==> src/rtl/muldiv_ctrl.sv <==
// muldiv_ctrl: multi-cycle MULT/MULTU/DIV/DIVU sequencer owning the HI/LO registers.
// Optional MULDIV_EARLY_OUT_EN: multiply exits the loop once the remaining multiplier bits are zero.
`timescale 1ns/1ps
`default_nettype none

module muldiv_ctrl #(
    parameter int WIDTH = 32
) (
    input  logic             clk,
    input  logic             rst,
    input  logic             start_EX,
    input  logic [1:0]       op_EX,
    input  logic [WIDTH-1:0] a_EX,
    input  logic [WIDTH-1:0] b_EX,
    input  logic             mthi_EX,
    input  logic             mtlo_EX,
    output logic [WIDTH-1:0] hi_out,
    output logic [WIDTH-1:0] lo_out,
    output logic             busy,
    output logic             stall_FETCH,
    output logic             done,
    output logic             dbz
);

    localparam int CW = $clog2(WIDTH + 1);

    typedef enum logic [1:0] {
        S_IDLE = 2'd0,
        S_CALC = 2'd1,
        S_SIGN = 2'd2
    } state_t;

    state_t               state_q, state_d;
    logic [CW-1:0]        cnt_q, cnt_d;
    logic [1:0]           op_q, op_d;
    logic                 neg_res_q, neg_res_d;
    logic                 neg_rem_q, neg_rem_d;
    logic [WIDTH-1:0]     ma_q, ma_d;
    logic [WIDTH-1:0]     mb_q, mb_d;
    logic [2*WIDTH-1:0]   acc_q, acc_d;
    logic [WIDTH-1:0]     hi_q, hi_d;
    logic [WIDTH-1:0]     lo_q, lo_d;
    logic                 busy_q, busy_d;
    logic                 done_q, done_d;
    logic                 dbz_q, dbz_d;

    logic [WIDTH-1:0]     a_mag, b_mag;
    logic [WIDTH:0]       mul_sum;
    logic [WIDTH:0]       div_shift;
    logic [WIDTH+1:0]     div_trial;
    logic                 div_ok;
    logic                 last_iter;
    logic [2*WIDTH-1:0]   prod_aligned;
    logic [2*WIDTH-1:0]   prod_fixed;

    always_comb begin
        a_mag = (op_EX[0] && a_EX[WIDTH-1]) ? -a_EX : a_EX;
        b_mag = (op_EX[0] && b_EX[WIDTH-1]) ? -b_EX : b_EX;

        // Shift-add: upper half accumulates, product bits shift into the lower half.
        mul_sum = {1'b0, acc_q[2*WIDTH-1:WIDTH]} + {1'b0, (mb_q[0] ? ma_q : '0)};

        // Restoring divide: remainder lives in acc upper half, dividend/quotient in mb.
        div_shift = {acc_q[2*WIDTH-1:WIDTH], mb_q[WIDTH-1]};
        div_trial = {1'b0, div_shift} - {2'b00, ma_q};
        div_ok    = ~div_trial[WIDTH+1];

        last_iter = (cnt_q == CW'(WIDTH - 1));
`ifdef MULDIV_EARLY_OUT_EN
        if (!op_q[1] && (mb_q[WIDTH-1:1] == '0)) begin
            last_iter = 1'b1;
        end
        prod_aligned = acc_q >> (CW'(WIDTH) - cnt_q);
`else
        prod_aligned = acc_q;
`endif
        prod_fixed = neg_res_q ? -prod_aligned : prod_aligned;
    end

    always_comb begin
        state_d   = state_q;
        cnt_d     = cnt_q;
        op_d      = op_q;
        neg_res_d = neg_res_q;
        neg_rem_d = neg_rem_q;
        ma_d      = ma_q;
        mb_d      = mb_q;
        acc_d     = acc_q;
        hi_d      = hi_q;
        lo_d      = lo_q;
        busy_d    = busy_q;
        done_d    = 1'b0;
        dbz_d     = dbz_q;

        case (state_q)
            S_IDLE: begin
                if (start_EX) begin
                    state_d   = S_CALC;
                    busy_d    = 1'b1;
                    cnt_d     = '0;
                    op_d      = op_EX;
                    ma_d      = op_EX[1] ? b_mag : a_mag;
                    mb_d      = op_EX[1] ? a_mag : b_mag;
                    acc_d     = '0;
                    neg_res_d = op_EX[0] & (a_EX[WIDTH-1] ^ b_EX[WIDTH-1]);
                    neg_rem_d = op_EX[0] & a_EX[WIDTH-1];
                    dbz_d     = op_EX[1] & (b_EX == '0);
                end else begin
                    if (mthi_EX) hi_d = a_EX;
                    if (mtlo_EX) lo_d = a_EX;
                end
            end
            S_CALC: begin
                if (op_q[1]) begin
                    acc_d = {(div_ok ? div_trial[WIDTH-1:0] : div_shift[WIDTH-1:0]), {WIDTH{1'b0}}};
                    mb_d  = {mb_q[WIDTH-2:0], div_ok};
                end else begin
                    acc_d = {mul_sum, acc_q[WIDTH-1:1]};
                    mb_d  = mb_q >> 1;
                end
                cnt_d = cnt_q + 1'b1;
                if (last_iter) begin
                    state_d = S_SIGN;
                end
            end
            S_SIGN: begin
                if (op_q[1]) begin
                    lo_d = neg_res_q ? -mb_q : mb_q;
                    hi_d = neg_rem_q ? -acc_q[2*WIDTH-1:WIDTH] : acc_q[2*WIDTH-1:WIDTH];
                end else begin
                    hi_d = prod_fixed[2*WIDTH-1:WIDTH];
                    lo_d = prod_fixed[WIDTH-1:0];
                end
                state_d = S_IDLE;
                busy_d  = 1'b0;
                done_d  = 1'b1;
                cnt_d   = '0;
            end
            default: begin
                state_d = S_IDLE;
                busy_d  = 1'b0;
            end
        endcase
    end

    always_ff @(posedge clk or negedge rst) begin
        if (!rst) begin
            state_q   <= S_IDLE;
            cnt_q     <= '0;
            op_q      <= '0;
            neg_res_q <= 1'b0;
            neg_rem_q <= 1'b0;
            ma_q      <= '0;
            mb_q      <= '0;
            acc_q     <= '0;
            hi_q      <= '0;
            lo_q      <= '0;
            busy_q    <= 1'b0;
            done_q    <= 1'b0;
            dbz_q     <= 1'b0;
        end else begin
            state_q   <= state_d;
            cnt_q     <= cnt_d;
            op_q      <= op_d;
            neg_res_q <= neg_res_d;
            neg_rem_q <= neg_rem_d;
            ma_q      <= ma_d;
            mb_q      <= mb_d;
            acc_q     <= acc_d;
            hi_q      <= hi_d;
            lo_q      <= lo_d;
            busy_q    <= busy_d;
            done_q    <= done_d;
            dbz_q     <= dbz_d;
        end
    end

    assign hi_out      = hi_q;
    assign lo_out      = lo_q;
    assign busy        = busy_q;
    assign done        = done_q;
    assign dbz         = dbz_q;
    assign stall_FETCH = busy_q | start_EX;

endmodule

`default_nettype wire

==> config.mk <==
export PLATFORM = sky130hd
export DESIGN_NAME = muldiv_ctrl
export DESIGN_NICKNAME = d
export VERILOG_FILES = /design/src/rtl/muldiv_ctrl.sv
export SDC_FILE = /design/constraint.sdc
export NUM_CORES = 1
export LEC_CHECK = 0
export ABC_AREA = 1
export BUFFER_PORTS_ARGS = -buffer_cell sky130_fd_sc_hd__buf_2
export CAP_MARGIN = 20
export CORE_MARGIN = 5
export CORE_UTILIZATION = 35
export DETAILED_ROUTE_END_ITERATION = 6
export PLACE_DENSITY = 0.55
export SLEW_MARGIN = 0
export SYNTH_ARGS = -nofsm -noshare
export SYNTH_HDL_FRONTEND = slang
export SYNTH_SLANG_ARGS = --single-unit
==> constraint.sdc <==
create_clock -name clk -period 3.1 [get_ports clk]
set_input_delay 0.465 -clock clk [delete_from_list [all_inputs] [get_ports clk]]
set_output_delay 0.465 -clock clk [all_outputs]
set_load 0.01 [all_outputs]
==> results of run 1 <==
-- logic make-up (layout without fill, tap and decap cells) --
| logic type | Yosys count | count (layout) | synth area share (%) |
|---|---|---|---|
| compound gates | 534 | 534 | 14.4 |
| xor+xnor | 52 | 52 | 2.14 |
| fa+ha+maj | 72 | 72 | 4.30 |
| buf+inv | 682 | 823 | 12.5 |
| flops | 206 | 206 | 24.2 |
| other cells | 0 | 1 | 0 |
| simple gates | 2140 | 2140 | 42.5 |
-- final cells by class --
| type | instances | area (um^2) |
|---|---|---|
| antenna | 1 | 2.50 |
| clock inverter | 13 | 148 |
| multi-input combinational | 2798 | 13500 |
| sequential | 206 | 5160 |
| timing repair buffer | 213 | 1380 |
| fill | 6773 | 36300 |
| inverter | 562 | 2110 |
| clock buffer | 35 | 756 |
| tap | 782 | 978 |
-- power breakdown --
group,internal [mW],leakage [nW],switching (mW)
combinational,3.40,10.0,7.24
sequential,3.07,2.30,0.734
clock,1.90,0.441,1.43
-- registers in the layout (all words and copies together), names as in the netlist --
register / count
state_q: 2
cnt_q: 6
dbz: 1
done: 1
neg_res_q: 1
op_q: 1
ma_q: 32
hi_out: 32
busy: 1
acc_q: 64
neg_rem_q: 1
mb_q: 32
lo_out: 32
-- final timing paths --
path	endpoint	slack (ps)
setup / recovery	acc_q[52]	250
hold / removal	hi_out[16]	240
setup reg to reg	acc_q[52]	250
hold reg to reg	state_q[1]	460
max in group asynchronous	neg_res_q	1940
min in group asynchronous	acc_q[30]	390
-- synthesized netlist by cell type, drive strengths merged (9+ instances only) --
master  number  area, um^2
ha          70         876
xor2        29         254
buf         54         300
clkbuf      66         248
nand3b      26         195
nand4       56         350
xnor2       23         201
nand3      380        1950
o22ai       33         206
a21oi      136         696
a22oi       16         120
o221ai       9        78.8
nor2       366        1490
inv        560        2100
dfrtp      206        5150
a21boi      17         128
nor3        27         145
o211ai      35         263
o21bai      22         165
o21ai      245        1240
nand2     1272        4830
-- routing by layer --
metal	wire length (um)	global-route usage (%)	share of wire, %
met1	42400	39.9	43
met5	22	0	0.022
met4	5870	14.2	6.0
met3	10600	7.19	11
met2	39700	41.0	40
-- metrics by stage --
stage	std cells	utilization (%)	worst slack, ps
after floorplan	3686	-	619
after global placement	4560	38.3	312
after detailed placement	4560	38.3	317
after CTS	4609	39.8	310
after global routing	4609	39.8	72.8
final	4610	39.8	249
-- worst register-to-register path, stage by stage (launching register included) --
cell and delay, ps:
dfrtp_1 360, buf_4 410, nand2_1 220, inv_1 130, ha_1 230, nand2_1 150, nor2_1 150, inv_1 90
nor2_1 290, nand3_1 200, nand4_1 130, nand3_1 170, nand4_1 160, nand2_1 50
==> flow_summary.yaml, run 1 <==
run_status:
  status: "finished clean"
clocking:
  numCtsBuffers: 27
  cts.sinks: 206
  postCtsHoldBufs: 1
  htreeDepth: 1
  path_clk_slew_ps: 70
  cts_setup_buffers: 0
  postCtsResizedCells: 0
  cts_max_path_buffers: 3
  clockRootBuffer: "clkbuf_16"
  clkLatencyLatePin_ps: 600
  cts_tree: "done"
logic_synthesis:
  synth_cell_types: 54
  avgSynthCellArea_um2: 5.78
  syn_inst: 3686
  synth-edff-count: 0
  async_reset_ff_share_pct: 100
  ys.flop_type: "dfrtp_1"
  yosys_warnings: 0
  syn_nets: 3829
  synth_seq_cells: 206
  netlist_area_um2: 21300
  yosysSeqAreaShare_pct: 24.2
pwr:
  vdd_drop_max_v: 0.000408
  p_per_area_nw_per_um2: 740
  power.total_mw: 17.8
  p_leak_nw: 12.7
route:
  viasPerCell: 5.39
  drtAntennaViolNets: 0
  wl_per_cell_um: 21.4
  first_iter_violations: 2881
  route.detailed.drc: 0
  vias: 24800
  first_pass_iters: 6
  wirelength_um: 98600
grt:
  antenna_found_initial: 5
  grt_overflow: 0
  grt_pass1_vias: 22600
  grt.total_usage_pct: 28.6
  grt_pass1_wl_um: 145000
  grt_max_degree: 81
setup_path:
  cp_common_cell: "nand2_1"
  worstPathMaxFanout: 33
  crit_buf_inv: 3
  endpoint_kind: "flop"
  path_cells: "buf_4 -> nand2_1 -> inv_1 -> ha_1 -> nand2_1 -> nor2_1 -> inv_1 -> nor2_1 -> nand3_1 -> nand4_1 -> nand3_1 -> nand4_1 -> nand2_1"
  cpPeakStageDelay_ps: 410
  crit_family: "simple AND/OR/NAND/NOR gates"
  r2r_cells: 13
  crit_type: "flop to flop"
  cp_num_cells: 13
  timing.rr.start: "mb_q[0]"
  crit_arrival_ps: 3310
  critPathSlowestCell: "buf_4"
  worstSetupStartpoint: "mb_q[0]"
  required_ps: 3560
  cp-start-kind: "flop"
placed_design:
  gp_congestion: 1.03
  io_buffers: 138
  place_hpwl_um: 79100
  place_area_um2: 23100
timing:
  tightest_slew_ps: 873
  rsz0062_at_grt: "no"
  hold_slack_ps: 239
  maxSlewViolCount: 0
  setup_tns_ps: 0
  maxSlewHeadroom_pct: 41.8
  period_needed_ps: 2850
  finClkSkew_ps: 42.2
  final-hold-violation-count: 0
  timing.fmax_ghz: 0.351
  period_share_pct: 92.0
  setup_violations: 0
floorplanning:
  die_y_um: 257
  io_pins: 139
  die_area_um2: 65900
  core_um2: 60400
  die_w_um: 257
  start_util_pct: 35.3
  rows: 90
min_path:
  min_path_type: "input pin to flop"
  worstHoldPathCells: 3
  min_from: "a_EX[16]"
layout:
  final_cell_mix: "1255 x nand2_1, 548 x inv_1, 372 x nand3_1"
  final_common_cell: "nand2_1"
  drive_gt1_share_pct: 8.54
  fin_nets: 3951
  area_growth_pct: 12.8
  final_area_um2: 24000
flow_run:
  max-cap-violations: 0
Note: power is estimated with default switching activity, not from simulation.
==> run 2: changes to the inputs <==
==> constraint.sdc (replaced) <==
create_clock -name clk -period 2.83 [get_ports clk]
set_input_delay 0.4245 -clock clk [delete_from_list [all_inputs] [get_ports clk]]
set_output_delay 0.4245 -clock clk [all_outputs]
set_load 0.01 [all_outputs]
==> flow_summary.yaml, run 2 (same netlist as run 1, synthesis figures left out) <==
timing:
  setup_violations: 0
  tightest_slew_ps: 713
  period_needed_ps: 2680
  maxSlewHeadroom_pct: 51.9
  rsz0062_at_grt: "yes"
  period_share_pct: 94.7
  hold_slack_ps: 203
  worst_slack_ps: 150
  final-hold-violation-count: 0
  timing.fmax_ghz: 0.373
  maxSlewViolCount: 0
  finClkSkew_ps: 40.5
floorplanning:
  io_pins: 139
  die_y_um: 257
  start_util_pct: 35.3
  core_um2: 60400
  rows: 90
  die_area_um2: 65900
  die_w_um: 257
pwr:
  combPwrFrac_pct: 62.2
  power.total_mw: 19.4
  p_seq_share_pct: 20.7
  p_clk_share_pct: 17.1
  p_sw_share_pct: 52.7
  vdd_drop_max_v: 0.000462
  p_int_mw: 9.17
  p_leak_nw: 12.8
  p_per_area_nw_per_um2: 801
  power_switching_mw: 10.2
clocking:
  htreeDepth: 1
  cts_max_path_buffers: 3
  cts.sinks: 206
  path_clk_slew_ps: 60
  clockRootBuffer: "clkbuf_16"
  cts_tree: "done"
  numCtsBuffers: 25
  clkLatencyLatePin_ps: 590
route:
  first_pass_iters: 7
  viasPerCell: 5.42
  first_iter_violations: 2473
  wirelength_um: 99000
  route.detailed.drc: 0
  vias: 25100
  wl_per_cell_um: 21.4
  drtAntennaViolNets: 0
placed_design:
  dpl_worst_slack_ps: 216
  io_buffers: 138
  place_hpwl_um: 80100
  gp_congestion: 1.04
  post-place-cells: 4581
setup_path:
  cp-start-kind: "flop"
  crit_arrival_ps: 3130
  required_ps: 3280
  crit_buf_inv: 0
  critPathSlowestCell: "dfrtp_1"
  worstPathMaxFanout: 5
  endpoint_kind: "flop"
  cp_common_cell: "nand2_1"
  crit_family: "compound AO/OA/AOI/OAI gates"
  crit_type: "flop to flop"
  cpPeakStageDelay_ps: 500
  path_cells: "nor2_1 -> nand2_1 -> a21oi_1 -> o21ai_1 -> a21oi_2 -> o21ai_1 -> nand2_1 -> nand2_1 -> nand3_1 -> nand3_1"
grt:
  antenna_found_initial: 2
  grt_pass1_wl_um: 145000
  grt_max_degree: 117
  grt_overflow: 0
  grt.total_usage_pct: 28.7
  grt_pass1_vias: 22900
layout:
  largest-register: "acc_q"
  final_cell_mix: "1255 x nand2_1, 547 x inv_1, 372 x nand3_1"
  area_growth_pct: 13.5
  largest_reg_flops: 64
  layoutNonFillerInstCount: 4632
  final_common_cell: "nand2_1"
  drive_gt1_share_pct: 9.02
  fillers: 6785
  fin_nets: 3973
run_status:
  status: "finished clean"
flow_run:
  max-cap-violations: 0
min_path:
  min_path_type: "input pin to flop"
-- run 2: cell count changes in the layout (fill, tap and decap cells not counted), sizes merged --
cell / change
buf: +24
bufinv: -1
clkinv: +1
clkinvlp: -2
diode: +2
inv: -2
-- run 2: metrics by stage --
step / setup TNS, ps / instance area, um^2 / utilization [%]
floorplan: 0 / 21300 / -
global placement: 0 / 23300 / 38.6
detailed placement: 0 / 23300 / 38.6
CTS: 0 / 24100 / 40.0
global route: -46.0 / 24200 / 40.0
finish: 0 / 24200 / 40.1
-- run 2: worst reg2reg max path: stages (launching register included) --
cell	delay, ps
dfrtp_1	500
nor2_1	360
nand2_1	150
a21oi_1	410
o21ai_1	270
a21oi_2	260
o21ai_1	120
nand2_1	70
nand2_1	50
nand3_1	260
nand3_1	130
-- run 2: metal layers --
layer	routed length [um]	vias up	GRT usage [%]
met5	7	-	0
met4	5920	2	13.7
met3	9960	214	6.28
met2	40500	1232	41.9
met1	42600	11500	40.2
li1	-	12100	-
-- run 2: what timing repair did --
action,CTS,global route
endpoints found under the hold margin,33,0
setup endpoints to repair,0,3
gates resized for setup,0,4
setup buffers,0,3
hold buffers,1,0
-- run 2: worst paths after layout --
| kind | start | depth (start not counted) | slack, ps | endpoint |
|---|---|---|---|---|
| min in group asynchronous | rst | 2 | 320 | hi_out[7] |
| worst min register to register | cnt_q[5] | 1 | 470 | state_q[1] |
| max in group asynchronous | rst | 3 | 1670 | acc_q[60] |
| worst max-delay path | acc_q[34] | 10 | 150 | hi_out[21] |
| worst min-delay path | mthi_EX | 3 | 200 | hi_out[16] |
| worst max register to register | acc_q[34] | 10 | 150 | hi_out[21] |
-- run 2: power groups by stage --
stage / clock (mW) / combinational (mW) / sequential, mW
2_1_floorplan: 0 / 7.95 / 3.86
3_3_place_gp: 0 / 11.8 / 4.01
3_5_place_dp: 0 / 11.8 / 4.01
4_1_cts: 3.36 / 11.8 / 3.96
5_1_grt: 3.48 / 13.4 / 4.03
6_report: 3.32 / 12.0 / 4.01
-- run 2: final cells by class --
type | instances | area (um^2) | share of cell area [%]
Timing Repair Buffer | 237 | 1610 | 6.66
Multi-Input combinational cell | 2798 | 13500 | 55.8
Antenna cell | 3 | 7.51 | 0.0311
Tap cell | 782 | 978 | 4.05
Clock inverter | 9 | 96.3 | 0.398
Sequential cell | 206 | 5160 | 21.3
Clock buffer | 35 | 713 | 2.95
Inverter | 562 | 2120 | 8.75
